==> src/rtl/btn_event_conditioner_if.sv <==
`default_nettype none
// ============================================================================
// btn_event_conditioner_if : press-event valid/ready handshake bundle
// Revision: 1.0
// ============================================================================
interface btn_event_conditioner_if #(
    parameter int IDX_W = 2
);
    logic             press_valid;
    logic [IDX_W-1:0] press_idx;
    logic             press_ready;

    modport master (output press_valid, output press_idx, input press_ready);
    modport slave  (input press_valid, input press_idx, output press_ready);
endinterface
`default_nettype wire

==> src/rtl/btn_event_conditioner.sv <==
`default_nettype none
// ============================================================================
// btn_event_conditioner : sync + debounce + edge-detect buttons, queue presses
// Optional macro AUTO_REPEAT_EN adds hold-to-repeat presses. Revision: 1.0
// ============================================================================
module btn_event_conditioner #(
    parameter int NUM_BTNS        = 4,
    parameter int DEBOUNCE_CYCLES = 250000,
    parameter int REPEAT_DELAY    = 12500000,
    parameter int REPEAT_PERIOD   = 5000000
) (
    input  wire logic                clk,
    input  wire logic                rst,
    input  wire logic                ena,
    input  wire logic [NUM_BTNS-1:0] btn_raw,
    output logic      [NUM_BTNS-1:0] btn_level,
    btn_event_conditioner_if.master  evt,
    output logic      [7:0]          drop_cnt
);
    localparam int IDX_W = (NUM_BTNS > 1) ? $clog2(NUM_BTNS) : 1;
    localparam int CNT_W = $clog2(DEBOUNCE_CYCLES);
    localparam logic [CNT_W-1:0] CNT_MAX = CNT_W'(DEBOUNCE_CYCLES - 1);

    logic [NUM_BTNS-1:0] r_sync1;
    logic [NUM_BTNS-1:0] r_sync2;
    logic [NUM_BTNS-1:0] r_level;
    logic [NUM_BTNS-1:0] r_pend;
    logic                r_valid;
    logic [IDX_W-1:0]    r_idx;
    logic [7:0]          r_drop;

    logic [NUM_BTNS-1:0] w_flip;
    logic [NUM_BTNS-1:0] w_rise;
    logic [NUM_BTNS-1:0] w_repeat;
    logic [NUM_BTNS-1:0] w_accept;
    logic [NUM_BTNS-1:0] w_clr;
    logic [NUM_BTNS-1:0] w_drop;
    logic [IDX_W-1:0]    w_pick;
    logic                w_any;
    logic                w_load;
    logic [3:0]          w_drop_n;
    logic [8:0]          w_drop_sum;

    // Synchroniser and debounced level register
    always_ff @(posedge clk) begin
        if (rst) begin
            r_sync1 <= '0;
            r_sync2 <= '0;
            r_level <= '0;
        end else begin
            r_sync1 <= btn_raw;
            r_sync2 <= r_sync1;
            r_level <= r_level ^ w_flip;
        end
    end

    for (genvar g = 0; g < NUM_BTNS; g++) begin : g_chan
        logic [CNT_W-1:0] r_cnt;
        logic             w_mismatch;

        assign w_mismatch = r_sync2[g] ^ r_level[g];
        assign w_flip[g]  = w_mismatch && (r_cnt == CNT_MAX);
        assign w_rise[g]  = w_flip[g] & r_sync2[g];

        always_ff @(posedge clk) begin
            if (rst || !w_mismatch || w_flip[g]) begin
                r_cnt <= '0;
            end else begin
                r_cnt <= r_cnt + 1'b1;
            end
        end
    end

`ifdef AUTO_REPEAT_EN
    localparam int HOLD_MAXV = (REPEAT_DELAY > REPEAT_PERIOD) ? REPEAT_DELAY : REPEAT_PERIOD;
    localparam int HOLD_W    = $clog2(HOLD_MAXV + 1);
    localparam logic [HOLD_W-1:0] DLY_MAX = HOLD_W'(REPEAT_DELAY - 1);
    localparam logic [HOLD_W-1:0] PER_MAX = HOLD_W'(REPEAT_PERIOD - 1);

    for (genvar g = 0; g < NUM_BTNS; g++) begin : g_repeat
        logic [HOLD_W-1:0] r_hold;
        logic              r_rep;

        // First repeat after the initial delay, then at the shorter period
        assign w_repeat[g] = r_level[g] && (r_hold == (r_rep ? PER_MAX : DLY_MAX));

        always_ff @(posedge clk) begin
            if (rst || !r_level[g]) begin
                r_hold <= '0;
                r_rep  <= 1'b0;
            end else if (w_repeat[g]) begin
                r_hold <= '0;
                r_rep  <= 1'b1;
            end else begin
                r_hold <= r_hold + 1'b1;
            end
        end
    end
`else
    assign w_repeat = '0;
`endif

    // Lowest pending channel wins the output slot
    always_comb begin
        w_any  = |r_pend;
        w_pick = '0;
        for (int i = NUM_BTNS - 1; i >= 0; i--) begin
            if (r_pend[i]) begin
                w_pick = IDX_W'(i);
            end
        end
    end

    assign w_load   = !r_valid || evt.press_ready;
    assign w_clr    = (w_load && w_any) ? (NUM_BTNS'(1) << w_pick) : '0;
    assign w_accept = (w_rise | w_repeat) & {NUM_BTNS{ena}};
    assign w_drop   = w_accept & r_pend & ~w_clr;

    always_comb begin
        w_drop_n = '0;
        for (int i = 0; i < NUM_BTNS; i++) begin
            w_drop_n = w_drop_n + {3'b000, w_drop[i]};
        end
        w_drop_sum = {1'b0, r_drop} + {5'b00000, w_drop_n};
    end

    always_ff @(posedge clk) begin
        if (rst) begin
            r_pend  <= '0;
            r_valid <= 1'b0;
            r_idx   <= '0;
            r_drop  <= '0;
        end else begin
            // A new press on the channel being drained sets it again
            r_pend <= (r_pend & ~w_clr) | w_accept;
            if (w_load) begin
                r_valid <= w_any;
                if (w_any) begin
                    r_idx <= w_pick;
                end
            end
            r_drop <= w_drop_sum[8] ? 8'hFF : w_drop_sum[7:0];
        end
    end

    assign btn_level       = r_level;
    assign evt.press_valid = r_valid;
    assign evt.press_idx   = r_idx;
    assign drop_cnt        = r_drop;
endmodule
`default_nettype wire

==> src/flat_wrapper.sv <==
// flat-port wrapper written by rule: the top's interface ports become plain ports
module btn_event_conditioner_flat 
#(
    parameter int NUM_BTNS        = 4,
    parameter int DEBOUNCE_CYCLES = 250000,
    parameter int REPEAT_DELAY    = 12500000,
    parameter int REPEAT_PERIOD   = 5000000
)
  (clk, rst, ena, btn_raw, btn_level, drop_cnt, evt_press_valid, evt_press_idx, evt_press_ready);
  btn_event_conditioner_if #(.IDX_W(2)) evt_i ();
  input  wire logic clk;
  input  wire logic rst;
  input  wire logic ena;
  input  wire logic [NUM_BTNS-1:0] btn_raw;
  output logic      [NUM_BTNS-1:0] btn_level;
  output logic      [7:0] drop_cnt;
  output wire logic [$bits(evt_i.press_valid)-1:0] evt_press_valid;
  output wire logic [$bits(evt_i.press_idx)-1:0] evt_press_idx;
  input wire logic [$bits(evt_i.press_ready)-1:0] evt_press_ready;
  assign evt_press_valid = evt_i.press_valid;
  assign evt_press_idx = evt_i.press_idx;
  assign evt_i.press_ready = evt_press_ready;
  btn_event_conditioner #(.NUM_BTNS(NUM_BTNS), .DEBOUNCE_CYCLES(DEBOUNCE_CYCLES), .REPEAT_DELAY(REPEAT_DELAY), .REPEAT_PERIOD(REPEAT_PERIOD)) u_core (.clk(clk), .rst(rst), .ena(ena), .btn_raw(btn_raw), .btn_level(btn_level), .evt(evt_i), .drop_cnt(drop_cnt));
endmodule
==> config.mk <==
export PLATFORM = sky130hd
export DESIGN_NAME = btn_event_conditioner_flat
export DESIGN_NICKNAME = d
export VERILOG_FILES = /design/src/rtl/btn_event_conditioner_if.sv /design/src/rtl/btn_event_conditioner.sv /design/src/flat_wrapper.sv
export SDC_FILE = /design/constraint.sdc
export NUM_CORES = 1
export LEC_CHECK = 0
export ABC_AREA = 0
export CAP_MARGIN = 5
export CORE_MARGIN = 2
export CORE_UTILIZATION = 45
export CTS_CLUSTER_DIAMETER = 50
export CTS_CLUSTER_SIZE = 20
export DETAILED_ROUTE_END_ITERATION = 8
export PLACE_DENSITY = 0.66
export SYNTH_ARGS = -nofsm -noshare
export SYNTH_HDL_FRONTEND = slang
export SYNTH_SLANG_ARGS = --single-unit
==> constraint.sdc <==
create_clock -name clk -period 7.8 [get_ports clk]
set_clock_uncertainty 0.05 [all_clocks]
set_input_delay 2.34 -clock clk [delete_from_list [all_inputs] [get_ports clk]]
set_output_delay 2.34 -clock clk [all_outputs]
set_load 0.01 [all_outputs]
Yosys cells after proc, flatten, opt, wreduce, memory -nomap -nowiden
Index checks and enable logic that the tools add are counted.

storage, ports and cells
  memories kept = 0
  memory bits (read-only) = 0
  input port bits = 8
  output and inout bits = 15
  latch bits = 0
  flip-flop bits (word level) = 99
  RAM bits = 0
  word-level logic and storage cells = 66

operators by class
  equality and inequality tests = 4
  bitwise gates (word level) = 15
  $mul = 0
  $add $sub $neg = 8
  order comparisons = 0
  shift operators = 1
  divide/modulo/power cells = 0
  multiplexer cells = 6
  reductions and logical operators = 21

operator list
  kind                                             number
  adder 18 x 1 -> 18 bit, second input constant    4
  equality test 18 bit, second input constant      4
  AND 4 bit                                        4
  adder 8 x 4 -> 9 bit                             1
  logical OR 1 bit                                 9
  adder 4 x 1 -> 4 bit                             2
  two-way mux 2 bit                                4
  two-way mux 8 bit                                1
  logical AND 1 bit                                5
  zero test 1 bit                                  5
  AND 1 bit                                        4
  two-way mux 4 bit                                1
  NOT 4 bit                                        1
  bitwise OR 4 bit                                 1
  OR reduction 4 bit                               1
  << shifter 1 x 2 -> 4 bit, first input constant  1
  bitwise XOR 1 bit                                4
  bitwise XOR 4 bit                                1
  adder 1 x 1 -> 2 bit                             1
  AND reduction 2 bit                              1

Depth between registers and ports, before layout
Gate-level depths: netlist of run 1.

  depth in word-level cells = 13
  depth in mapped cells = 14
  depth with buffers taken out = 14

Worst setup path after synthesis of run 1
Ideal clock, no wire load.

  path kind = input port to flip-flop
  start = input evt_press_ready
  end = register u_core.r_drop[0], in the netlist u_core.drop_cnt[0]
  cell stages on the path = 12
  buffers on the path = 0
  path slack = 2.601 ns
  setup time = 0.070 ns
  arrival time = 5.078 ns
  cells stage by stage = nor2b_1 > o21ai_0 > nor4_1 > ha_1 > fa_1 > ha_1 > inv_1 > fa_1 > nor2b_1 > o211ai_1 > nand2b_1 > a21oi_1

on the way
  cells in the longest elaborated chain, start to end = 10

RTL lines
  item                    line                          RTL
  start, declared         flat_wrapper.sv:19            input wire logic [$bits(evt_i.press_ready)-1:0] evt_press_ready;
  logical OR 1 bit *      btn_event_conditioner.sv:114  assign w_load = !r_valid || evt.press_ready;
  logical AND 1 bit *     btn_event_conditioner.sv:115  assign w_clr = (w_load && w_any) ? (NUM_BTNS'(1) << w_pick) : '0;
  two-way mux 4 bit *     btn_event_conditioner.sv:115
  NOT 4 bit *             btn_event_conditioner.sv:117  assign w_drop = w_accept & r_pend & ~w_clr;
  AND 4 bit *             btn_event_conditioner.sv:117
  adder 1 x 1 -> 2 bit    btn_event_conditioner.sv:122  w_drop_n = w_drop_n + {3'b000, w_drop[i]};
  adder 4 x 1 -> 4 bit    btn_event_conditioner.sv:122
  adder 4 x 1 -> 4 bit *  btn_event_conditioner.sv:122
  adder 8 x 4 -> 9 bit *  btn_event_conditioner.sv:124  w_drop_sum = {1'b0, r_drop} + {5'b00000, w_drop_n};
  two-way mux 8 bit *     btn_event_conditioner.sv:142  r_drop <= w_drop_sum[8] ? 8'hFF : w_drop_sum[7:0];
  end signal, assigned    btn_event_conditioner.sv:142
  end, declared           btn_event_conditioner.sv:30   logic [7:0] r_drop;

Every way passes the cells marked *; elsewhere a longest branch is shown, timed or not.
A chain may end at the register's enable or synchronous reset.

Worst setup path after layout of run 1
  start = input evt_press_ready
  end = register u_core.r_drop[1], in the netlist u_core.drop_cnt[1]

The elaborated chain is that of the path after synthesis.

==> impl_metrics.yaml, run 1 <==
run_status:
  outcome: "complete, no violations"
clock_tree:
  clk_path_buf_depth: 2
  ctsHoldBuffers: 0
  clkLatencyLatePin_ns: 0.37
  cts_buffers: 9
  clkTransAtPathRegs_ns: 0.09
  tritoncts: "done"
  cts-root-buf: "clkbuf_8"
  h-tree-depth: 3
  post-cts-setup-buffer-count: 0
  cts.sinks: 99
  cts.repair.resized: 0
critical_path:
  crit_fanout: 7
  cp-start-kind: "input port"
  critPathRequiredTime_ns: 8.05
  crit_path_end_kind: "register"
  crit_type: "in -> reg"
  crit_arrival_ns: 5.87
timing:
  fin_crit_ns: 5.62
  worst_pin_slew_ns: 1.11
  hold_slack_ns: 0.389
  rsz0062_at_grt: "false"
  drv_slew: 0
  fin_setup_tns_ns: 0
  slew_headroom: 0.258
  hold_violations: 0
  fin_crit_sh: 0.720
  fmax_mhz: 178
  finalSetupViolations: 0
synthesis:
  yosysTopAreaCell: "dfxtp_1"
  synth_warnings: 0
  async_reset_ff_frac: 0
  ys_ff_latch: 99
  syn_nets: 525
  avgSynthCellArea_um2: 8.86
  synth_cell_types: 53
  ys_seq_area_frac: 0.442
  synth_top_area_frac: 0.442
  syn_inst: 506
  synth_area_leaders: "dfxtp_1 44%, xnor2_1 8.4%, nor2_1 6.9%"
  synth_edf_count: 0
  synth.cell_area_um2: 4480
  synthFlopType: "dfxtp_1"
floorplan:
  num_io_pins: 23
  coreArea_um2: 9730
  die_h_um: 104
  die_w_um: 104
  die_area_um2: 10800
  num_rows: 36
  start_util: 0.461
cells_and_area:
  area_growth_pct: 11.4
  final_cells: 666
  drive_gt1_frac: 0.0507
  num_antenna_cells: 0
  design_area_um2: 5000
  fin_nets: 547
global_route:
  grt_util_all_layers: 0.166
  grt_overflow: 0
  grt_pass1_vias: 3328
  antenna_found_initial: 0
  grt_pass1_wl_mm: 14.8
  grt_start_max_net_pins: 35
min_path:
  hold_path_class: "reg -> reg"
place:
  numPortBuffers: 22
  dp_hpwl_mm: 6.09
  placed_cell_area_um2: 4820
  placedCellCount: 650
  globalplace.congestion: 0.815
power_and_ir_drop:
  power.density_nw_per_um2: 164
  peakVddDrop_uv: 108
  leakagePower_uw: 0.00149
  p_int_uw: 639
  swShare: 0.220
  p_sw_uw: 180
  p_clk_frac: 0.361
  pwr-share-comb: 0.018
  power_frac_seq: 0.621
detailed_routing:
  vias: 3539
  antenna_left: 0
  wl_per_cell_um: 12.8
  viasPerCell: 5.31
  finalWirelength_mm: 8.55
  drc: 0
  drtIter0Drc: 81
  drt_first_pass_iters: 4
job:
  maxCapViolations: 0
==> layer usage <==
metal  GRT usage  share of wire  routed length [um]
met4      0.0589          0.016                 139
met3      0.0441          0.027                 231
met5           0              0                   0
met2       0.277           0.48                4090
met1       0.205           0.48                4090
==> state kept, by name (all words and copies together) (netlist names), named ones only <==
name,flops
u_core.g_chan.r_cnt,72
u_core.drop_cnt,8
u_core.r_pend,4
u_core.r_sync1,4
u_core.r_sync2,4
u_core.evt.press_idx,2
u_core.evt.press_valid,1
==> power by group through the flow <==
stage                     logic, uW  clock network, uW  registers, uW
final                          14.5                296            509
after global routing           16.3                328            510
after CTS                      14.8                311            509
after detailed placement       14.8                  0            521
after global placement         14.7                  0            521
after floorplan                8.65                  0            521
==> layout by cell type (no fill, tap or decap), types with 3 or more instances in the layout <==
| master | netlist | layout |
|---|---|---|
| and4_1 | 4 | 4 |
| ha_1 | 9 | 9 |
| clkbuf_8 | 0 | 10 |
| nand2b_1 | 6 | 6 |
| clkbuf_1 | 7 | 3 |
| nand2_1 | 25 | 25 |
| clkdlybuf4s50_1 | 0 | 22 |
| or4_1 | 7 | 7 |
| nor2b_1 | 13 | 13 |
| or3_1 | 6 | 6 |
| nand3_1 | 24 | 24 |
| dfxtp_1 | 99 | 99 |
| o31ai_1 | 6 | 6 |
| a21oi_1 | 20 | 20 |
| xor2_1 | 16 | 16 |
| nor4b_1 | 8 | 8 |
| and3_1 | 10 | 10 |
| nand4_1 | 20 | 20 |
| o21ai_0 | 10 | 10 |
| nor3_1 | 13 | 13 |
| inv_1 | 16 | 16 |
| xnor2_1 | 43 | 43 |
| nor2_1 | 83 | 83 |
| nor4_1 | 18 | 18 |
==> metrics by stage <==
step / worst slack [ns] / power (uW) / utilization
finish: 2.18 / 820 / 0.514
global route: 1.91 / 854 / 0.514
CTS: 2.19 / 835 / 0.514
detailed placement: 1.82 / 536 / 0.496
global placement: 1.92 / 536 / 0.496
floorplan: 2.60 / 529 / -
==> cell type report <==
class                           instances  area, um^2
Sequential cell                        99        1980
Inverter                               16        60.1
Clock buffer                           13         149
Clock inverter                          3        23.8
Fill cell                             942        4730
Multi-Input combinational cell        379        2390
Timing Repair Buffer                   23         228
Tap cell                              133         166
==> final timing paths <==
path         depth (start not counted)                  to                       from  slack [ns]
min                                  1   u_core.r_sync2[2]          u_core.r_sync1[2]        0.39
max reg2reg                         14  u_core.drop_cnt[1]  u_core.g_chan[1].r_cnt[0]        3.51
min reg2reg                          1   u_core.r_sync2[2]          u_core.r_sync1[2]        0.39
max                                 13  u_core.drop_cnt[1]            evt_press_ready        2.18
==> cell families after synthesis <==
family	Yosys count	share of synthesized area
adder cells (fa/ha/maj)	11	0.0341
buffers and inverters	28	0.0254
AO/OA/AOI/OAI	56	0.0801
XOR/XNOR	59	0.115
AND/OR/NAND/NOR	251	0.299
flip-flops	99	0.442
multiplexers	2	0.00447
==> synth_stat cells (4+ instances only) <==
master,number
clkbuf_1,7
nor3_1,13
xor2_1,16
nor2_1,83
nand2b_1,6
dfxtp_1,99
ha_1,9
o31ai_1,6
nand3_1,24
or4_1,7
or3_1,6
nor4b_1,8
o21ai_0,10
nor4_1,18
nor2b_1,13
and4_1,4
inv_1,16
a21oi_1,20
nand2_1,25
and3_1,10
xnor2_1,43
nand4_1,20
buf_2,4
==> critical path, stage by stage <==
cell             delay, ns
clkdlybuf4s50_1       0.42
nor2b_1               0.34
o21ai_0               0.21
nor4_1                0.31
ha_1                  0.30
fa_1                  0.40
ha_1                  0.31
inv_1                 0.06
fa_1                  0.42
nor2b_1               0.23
o211ai_1              0.13
nand2b_1              0.23
a21oi_1               0.17
Power figures use the tool's default switching activity.
==> run 2, diff against run 1 <==
==> constraint.sdc (replaced) <==
create_clock -name clk -period 5.35 [get_ports clk]
set_clock_uncertainty 0.05 [all_clocks]
set_input_delay 1.605 -clock clk [delete_from_list [all_inputs] [get_ports clk]]
set_output_delay 1.605 -clock clk [all_outputs]
set_load 0.01 [all_outputs]
==> run 2 against run 1 <==
Against the previous run: critical path type unchanged; power increased by 58%; largest power group unchanged; global-route usage increased by 0.071 points; critical endpoint unchanged; worst hold slack improved by 0.0037 ns; highest routed layer unchanged; clock power increased by 80%; combinational power increased by 50%.
==> impl_metrics.yaml, run 2 (synthesis results as in run 1) <==
run_status:
  outcome: "complete, no violations"
critical_path:
  crit_arrival_ns: 4.90
  reg2reg_from: "u_core.g_chan[1].r_cnt[0]"
  crit_fanout: 6
  r2r_cells: 14
  crit_path_end_kind: "register"
  r2r_slack_ns: 1.04
  endpoint: "u_core.drop_cnt[1]"
  r2r_end: "u_core.drop_cnt[1]"
  cp-start-kind: "input port"
  startpoint: "ena"
  critPathRequiredTime_ns: 5.60
  crit_type: "in -> reg"
power_and_ir_drop:
  leakagePower_uw: 0.00153
  p_clk_frac: 0.410
  p_int_uw: 1020
  fin_total_pwr_uw: 1300
  power.density_nw_per_um2: 256
  peakVddDrop_uv: 169
  pwr-share-comb: 0.017
  swShare: 0.216
  power_frac_seq: 0.573
  p_sw_uw: 279
cells_and_area:
  design_area_um2: 5050
  num_antenna_cells: 0
  largest_reg_flops: 72
  final_core_util: 0.520
  area_growth_pct: 12.8
  fin_nets: 548
  drive_gt1_frac: 0.0581
  top_register: "u_core.g_chan.r_cnt"
  layout_common_cells: "99 x dfxtp_1, 83 x nor2_1, 43 x xnor2_1"
  layout_commonest_cell: "dfxtp_1"
clock_tree:
  clk_path_buf_depth: 2
  cts.repair.resized: 0
  cts_buffers: 9
  cts-root-buf: "clkbuf_8"
  clkTransAtPathRegs_ns: 0.09
  tritoncts: "done"
  cts.sinks: 99
  h-tree-depth: 3
  clkLatencyLatePin_ns: 0.36
  post-cts-setup-buffer-count: 0
  ctsHoldBuffers: 0
detailed_routing:
  vias: 3564
  drt_first_pass_iters: 4
  drc: 0
  viasPerCell: 5.34
  drtIter0Drc: 76
  wl_per_cell_um: 12.8
  finalWirelength_mm: 8.56
  antenna_left: 0
place:
  placed_cell_area_um2: 4830
  numPortBuffers: 22
  globalplace.congestion: 0.770
  dp_hpwl_mm: 6.06
timing:
  drv_slew: 0
  fmax_mhz: 215
  fin_crit_sh: 0.870
  worst_pin_slew_ns: 1.17
  fin_crit_ns: 4.65
  fin_setup_tns_ns: 0
  hold_violations: 0
  slew_headroom: 0.212
  finalSetupViolations: 0
  hold_slack_ns: 0.392
  rsz0062_at_grt: "false"
floorplan:
  die_w_um: 104
  num_rows: 36
  coreArea_um2: 9730
  die_area_um2: 10800
  start_util: 0.461
  die_h_um: 104
  num_io_pins: 23
global_route:
  grt_pass1_vias: 3335
  antenna_found_initial: 0
  grt_util_all_layers: 0.166
  grt_overflow: 0
  grt_start_max_net_pins: 24
  grt_pass1_wl_mm: 15.0
min_path:
  hold_path_class: "reg -> reg"
  holdPathStages: 1
job:
  maxCapViolations: 0
==> run 2: changes by cell type in the layout (fill, tap and decap cells not counted), sizes merged <==
cell and change:
buf +1, bufinv +2, clkbuf -4, inv +2
==> run 2: area by class of cell <==
class / count / area (um^2)
Clock inverter: 7 / 100
Timing Repair Buffer: 24 / 235
Multi-Input combinational cell: 379 / 2390
Inverter: 16 / 60.1
Tap cell: 133 / 166
Clock buffer: 9 / 124
Fill cell: 958 / 4670
Sequential cell: 99 / 1980
==> run 2: how the worst min path moves through the flow <==
stage	slack, ns	end	start
after floorplan	0.36	u_core.r_sync2[0]	u_core.r_sync1[0]
after global routing	0.43	u_core.r_sync2[3]	u_core.r_sync1[3]
after global placement	0.37	u_core.r_sync2[2]	u_core.r_sync1[2]
final	0.39	u_core.r_sync2[2]	u_core.r_sync1[2]
after detailed placement	0.37	u_core.r_sync2[2]	u_core.r_sync1[2]
after CTS	0.40	u_core.r_sync2[2]	u_core.r_sync1[2]
==> run 2: metal layers <==
layer / part of all wire / GRT usage / vias up / wire length, um
met4: 0.017 / 0.0608 / 0 / 145
met3: 0.029 / 0.0422 / 10 / 252
met1: 0.48 / 0.208 / 1675 / 4090
met2: 0.48 / 0.277 / 44 / 4070
li1: - / - / 1835 / -
met5: 0 / 0 / - / 0
==> run 2: power by group through the flow <==
stage	clock [uW]	sequential (uW)	combinational [uW]
4_1_cts	555	742	22.1
2_1_floorplan	0	759	12.6
6_report	532	742	21.8
3_3_place_gp	0	759	21.7
5_1_grt	576	743	24.3
3_5_place_dp	0	760	22.1
==> run 2: critical path, stage by stage <==
cell and delay (ns):
clkdlybuf4s50_1 0.58, nand3b_1 0.09, or3_1 0.34, nor2_1 0.11, ha_1 0.25, fa_1 0.40
ha_1 0.31, inv_1 0.06, fa_1 0.43, nor2b_1 0.20, o211ai_1 0.13, nand2b_1 0.24
a21oi_1 0.16
==> run 2: metrics by stage <==
step | setup WS [ns] | std cells
3_3_place_gp | 0.402 | 651
6_report | 0.697 | 667
2_1_floorplan | 0.886 | 506
4_1_cts | 0.713 | 667
3_5_place_dp | 0.320 | 651
5_1_grt | 0.402 | 667
